==> config.mk <==
export PLATFORM = sky130hd
export DESIGN_NAME = ripple_accumulator
export DESIGN_NICKNAME = d
export VERILOG_FILES = /design/src/rtl/ripple_accumulator.sv
export SDC_FILE = /design/constraint.sdc
export NUM_CORES = 1
export LEC_CHECK = 0
export CAP_MARGIN = 40
export CORE_MARGIN = 2
export CORE_UTILIZATION = 31
export DETAILED_ROUTE_END_ITERATION = 12
export MAX_ROUTING_LAYER = met4
export SLEW_MARGIN = 15
export SYNTH_ARGS = -nofsm -noshare
export SYNTH_HDL_FRONTEND = slang
export SYNTH_SLANG_ARGS = --single-unit
==> constraint.sdc <==
create_clock -name clk -period 2.5 [get_ports clk]
set_input_delay 0.5 -clock clk [delete_from_list [all_inputs] [get_ports clk]]
set_output_delay 0.5 -clock clk [all_outputs]
set_load 0.05 [all_outputs]
==> src/rtl/ripple_accumulator.sv <==
// ripple_accumulator: streaming packet accumulator behind the N-bit adder datapath.
// Sums unsigned operand beats into an ACC_W-bit total and presents the total,
// a sticky carry-out flag and a saturating beat count once the packet ends.
module ripple_accumulator #(
  parameter int N     = 4,
  parameter int ACC_W = 8,
  parameter int CNT_W = 4
) (
  input  logic             clk,
  input  logic             rst_n,
  input  logic             in_valid,
  output logic             in_ready,
  input  logic [N-1:0]     in_data,
  input  logic             in_last,
  output logic             out_valid,
  input  logic             out_ready,
  output logic [ACC_W-1:0] out_sum,
  output logic             out_ovf,
  output logic [CNT_W-1:0] out_cnt,
  output logic             busy
);

  typedef enum logic [1:0] {
    S_IDLE  = 2'd0,
    S_ACCUM = 2'd1,
    S_HOLD  = 2'd2
  } state_t;

  state_t             r_state;
  logic [ACC_W-1:0]   r_acc;
  logic               r_ovf;
  logic [CNT_W-1:0]   r_cnt;
  logic [ACC_W-1:0]   r_out_sum;
  logic               r_out_ovf;
  logic [CNT_W-1:0]   r_out_cnt;
  logic               r_out_valid;
  logic               r_in_ready;
  logic               r_busy;

  logic               w_fire;
  logic [ACC_W-1:0]   w_opnd;
  logic [ACC_W:0]     w_add;
  logic [ACC_W-1:0]   w_sum;
  logic               w_ovf;
  logic [CNT_W-1:0]   w_cnt;

  assign w_fire = in_valid && r_in_ready;
  assign w_opnd = ACC_W'(in_data);

  // Next running total, carry-out accumulation and saturating beat count.
  always_comb begin
    w_add = {1'b0, r_acc} + {1'b0, w_opnd};
    w_sum = w_add[ACC_W-1:0];
    w_ovf = r_ovf | w_add[ACC_W];
    w_cnt = (r_cnt == '1) ? r_cnt : r_cnt + CNT_W'(1);
  end

  // Packet FSM with registered handshake/status outputs. in_ready is a register
  // cleared by reset so it first rises on the clock edge after release.
  always_ff @(posedge clk or negedge rst_n) begin
    if (!rst_n) begin
      r_state     <= S_IDLE;
      r_acc       <= '0;
      r_ovf       <= 1'b0;
      r_cnt       <= '0;
      r_out_sum   <= '0;
      r_out_ovf   <= 1'b0;
      r_out_cnt   <= '0;
      r_out_valid <= 1'b0;
      r_in_ready  <= 1'b0;
      r_busy      <= 1'b0;
    end else begin
      case (r_state)
        S_IDLE: begin
          r_in_ready <= 1'b1;
          if (w_fire) begin
            r_acc  <= w_opnd;
            r_ovf  <= 1'b0;
            r_cnt  <= CNT_W'(1);
            r_busy <= 1'b1;
            if (in_last) begin
              r_state     <= S_HOLD;
              r_out_sum   <= w_opnd;
              r_out_ovf   <= 1'b0;
              r_out_cnt   <= CNT_W'(1);
              r_out_valid <= 1'b1;
              r_in_ready  <= 1'b0;
            end else begin
              r_state <= S_ACCUM;
            end
          end
        end
        S_ACCUM: begin
          if (w_fire) begin
            r_acc <= w_sum;
            r_ovf <= w_ovf;
            r_cnt <= w_cnt;
            if (in_last) begin
              r_state     <= S_HOLD;
              r_out_sum   <= w_sum;
              r_out_ovf   <= w_ovf;
              r_out_cnt   <= w_cnt;
              r_out_valid <= 1'b1;
              r_in_ready  <= 1'b0;
            end
          end
        end
        S_HOLD: begin
          if (out_ready) begin
            r_state     <= S_IDLE;
            r_out_valid <= 1'b0;
            r_busy      <= 1'b0;
            r_in_ready  <= 1'b1;
          end
        end
        default: begin
          r_state     <= S_IDLE;
          r_out_valid <= 1'b0;
          r_busy      <= 1'b0;
          r_in_ready  <= 1'b0;
        end
      endcase
    end
  end

  assign in_ready  = r_in_ready;
  assign out_valid = r_out_valid;
  assign out_sum   = r_out_sum;
  assign out_ovf   = r_out_ovf;
  assign out_cnt   = r_out_cnt;
  assign busy      = r_busy;

endmodule

==> impl_metrics.yaml <==
floorplan:
  die-height_um: 76.7
  io_pins: 25
  initial_core_util_pct: 32.1
  core-area_um2: 5110
  fp.dieArea_um2: 5880
  num_rows: 26
  die-width_um: 76.7
timing:
  report.final.setup_viol: 0
  worst_slew_margin_rel_pct: 66.0
  final.setup.tns_ns: 0
  clock-skew-final_ns: 0.00608
  timing_max_transition_violations_final: 0
  hold_viol: 0
  rsz0062_at_grt: "false"
  worstMarginPinSlew_ns: 0.508
  post-route-period-util_pct: 90.4
  period_minus_slack_ns: 2.26
  final.setup.worst_slack_ns: 0.240
  maxClockFrequency_ghz: 0.442
power:
  leakagePower_uw: 0.000933
  vdd_ir_drop_max_uv: 609
  total_power_uw: 2490
  powerDensity_nw_per_um2: 1200
routing:
  avgRoutedWirePerCell_um: 13.4
  detailroute.via_count: 1306
  initialDrtViolationCount: 61
  vias_per_cell: 4.91
  remaining_drc_errors: 0
  first_pass_iters: 5
  routed_wl_um: 3580
  drt.antenna.violating_nets: 0
clocking:
  clkTransAtPathRegs_ns: 0.06
  ctsLongestPathBuffers: 2
  number_of_buffers_added_by_the_clock_tree_synthesis_step: 5
  cts_tree: "built"
  clock-root-buffer: "sky130_fd_sc_hd__clkbuf_8"
  ctsHoldBuffers: 0
  worst_skew_pair.late_latency_ns: 0.28
  postCtsResizedCells: 0
  h_tree_levels: 2
  clk_sink_count: 31
  post_cts.repair.setup_buffers: 0
placed_design:
  finalWeightedCongestion: 0.760
  port-buffer-count: 24
  worst_setup_timing_slack_at_the_placement_stage_ns: -0.0744
  post-place-cells: 258
  hpwlAfterDp_um: 2530
  dpl_cell_area_um2: 1970
min_path:
  holdCritPathClass: "reg -> reg"
synth:
  post_synth_instance_area_um2: 1640
  postSynthCellCount: 166
  synth_area_per_cell_um2: 9.87
  synth_edf_count: 0
  ys_warn_count: 0
  synth-seq-area-share_pct: 47.4
  most_used_flip_flop_cell_after_synthesis: "sky130_fd_sc_hd__dfrtp_1"
  ys_async_sr_fraction_pct: 100
  syn_nets: 181
  netlist-cell-type-count: 47
  synth_seq_cells: 31
worst_setup_path:
  worstSetupPathType: "in -> reg"
  worstPathMaxFanout: 6
  cp-start-kind: "primary input"
  worst_ep_required_time_ns: 2.66
  critPathCaptureType: "register"
  worstPathArrival_ns: 2.42
global_routing:
  grt_antenna_before_repair: 0
  global_route.usage.total_pct: 13.3
  maximum_number_of_pins_on_one_net_before_global_route_repair: 32
  first_global_vias: 1247
  globalRouteOverflowTotal: 0
  global_route_wire_length_before_repair_um: 6160
job:
  maxCapViolations: 0
cells_and_area:
  commonest_non_fill_non_tap_cells_in_the_layout: "31 x sky130_fd_sc_hd__dfrtp_1, 24 x sky130_fd_sc_hd__clkdlybuf4s50_1, 21 x sky130_fd_sc_hd__nand2_1, 19 x sky130_fd_sc_hd__o21ai_0"
  share_of_layout_cells_above_drive_strength_1_pct: 9.69
  layout_commonest_cell: "sky130_fd_sc_hd__dfrtp_1"
  area.growth.synth_to_final_pct: 26.4
  instances_no_fill: 266
  final_area_um2: 2070
  finish.net_count: 210
  final.fill_count: 530
  insertedDiodeCount: 0
run_status:
  run_status: "finished clean"
## path summary, 6_finish.rpt
check                            from    endpoint  slack (ns)  cells after the start
max                        in_data[0]  out_sum[4]        0.24                      8
min                        out_sum[5]  out_sum[5]        0.48                      2
max reg2reg                  r_acc[0]  out_sum[4]        0.59                      7
min reg2reg                out_sum[5]  out_sum[5]        0.48                      2
max in group asynchronous       rst_n  out_sum[7]        1.59                      2
min in group asynchronous       rst_n    r_cnt[1]        0.61                      2
## critical path, cell delays in order
cell and delay (ns):
sky130_fd_sc_hd__clkdlybuf4s50_1 0.48, sky130_fd_sc_hd__ha_1 0.18, sky130_fd_sc_hd__inv_1 0.06, sky130_fd_sc_hd__fa_1 0.37, sky130_fd_sc_hd__nor2b_1 0.21, sky130_fd_sc_hd__o21a_1 0.25
sky130_fd_sc_hd__nor3_1 0.07, sky130_fd_sc_hd__o41ai_1 0.31
## per-stage QoR
stage / hold WS, ns / util [%]
2_1_floorplan: 0.204 / -
3_3_place_gp: 0.464 / 38.6
3_5_place_dp: 0.472 / 38.6
4_1_cts: 0.487 / 40.5
5_1_grt: 0.506 / 40.5
6_report: 0.482 / 40.5
## power breakdown
group          internal [uW]  total (uW)  switching, uW
Clock                    251         438            186
Sequential               670         832            162
Combinational            463        1220            758
Total                   1380        2490           1110
## routing by layer
metal  GRT usage (%)  routed length [um]  share of wire, %
met1            18.8                1860                52
met2            18.9                1550                43
met3            3.53                 132               3.7
met4            3.27                  31              0.87
met5               -                   0                 0
## cell usage after synthesis (2+ instances only)
library cell | number | area [um2]
sky130_fd_sc_hd__nor2b_1 | 2 | 12.5
sky130_fd_sc_hd__o21ai_0 | 19 | 95.1
sky130_fd_sc_hd__a21oi_1 | 6 | 30.0
sky130_fd_sc_hd__nand2_1 | 21 | 78.8
sky130_fd_sc_hd__nor3_1 | 3 | 15.0
sky130_fd_sc_hd__a31oi_1 | 2 | 12.5
sky130_fd_sc_hd__and3_1 | 4 | 25.0
sky130_fd_sc_hd__o31ai_1 | 2 | 15.0
sky130_fd_sc_hd__o2111ai_1 | 2 | 17.5
sky130_fd_sc_hd__ha_1 | 5 | 62.6
sky130_fd_sc_hd__mux2_2 | 2 | 22.5
sky130_fd_sc_hd__mux2i_1 | 3 | 30.0
sky130_fd_sc_hd__inv_1 | 7 | 26.3
sky130_fd_sc_hd__buf_2 | 3 | 15.0
sky130_fd_sc_hd__a22o_1 | 3 | 26.3
sky130_fd_sc_hd__a211oi_1 | 3 | 22.5
sky130_fd_sc_hd__o211a_1 | 2 | 20.0
sky130_fd_sc_hd__o31a_1 | 2 | 17.5
sky130_fd_sc_hd__nand3_1 | 4 | 20.0
sky130_fd_sc_hd__a21o_1 | 2 | 15.0
sky130_fd_sc_hd__o21a_1 | 3 | 22.5
sky130_fd_sc_hd__clkbuf_1 | 3 | 11.3
sky130_fd_sc_hd__xor2_1 | 2 | 17.5
sky130_fd_sc_hd__buf_4 | 2 | 15.0
sky130_fd_sc_hd__nor2_1 | 6 | 22.5
sky130_fd_sc_hd__dfrtp_1 | 31 | 776
sky130_fd_sc_hd__or4_1 | 2 | 15.0
## registers in the layout, indices dropped and copies added, names as in the netlist
name,cells
busy,1
out_sum,8
r_state,2
out_ovf,1
out_cnt,4
r_acc,8
r_cnt,4
out_valid,1
r_ovf,1
in_ready,1
## cell families (layout without fill, tap and decap cells)
group	Yosys count	count (layout)	synth area share, %
DFF	31	31	47.4
xor gates and xnor gates	3	3	1.60
muxes	5	5	3.21
and+or+nand+nor	50	50	15.7
buffers and inverters	15	45	4.12
AOI/OAI and AO/OA	56	56	23.0
adders and majority gates	6	6	5.04
## layout make-up
type,instances,area [um2],area share [%]
inverters,7,26.3,1.27
well taps,70,87.6,4.23
multi-input cells,120,795,38.4
flip-flops and latches,31,776,37.5
repair buffers,30,285,13.8
clock buffers,8,100,4.84
No activity file was read; power rests on OpenSTA's default activity.
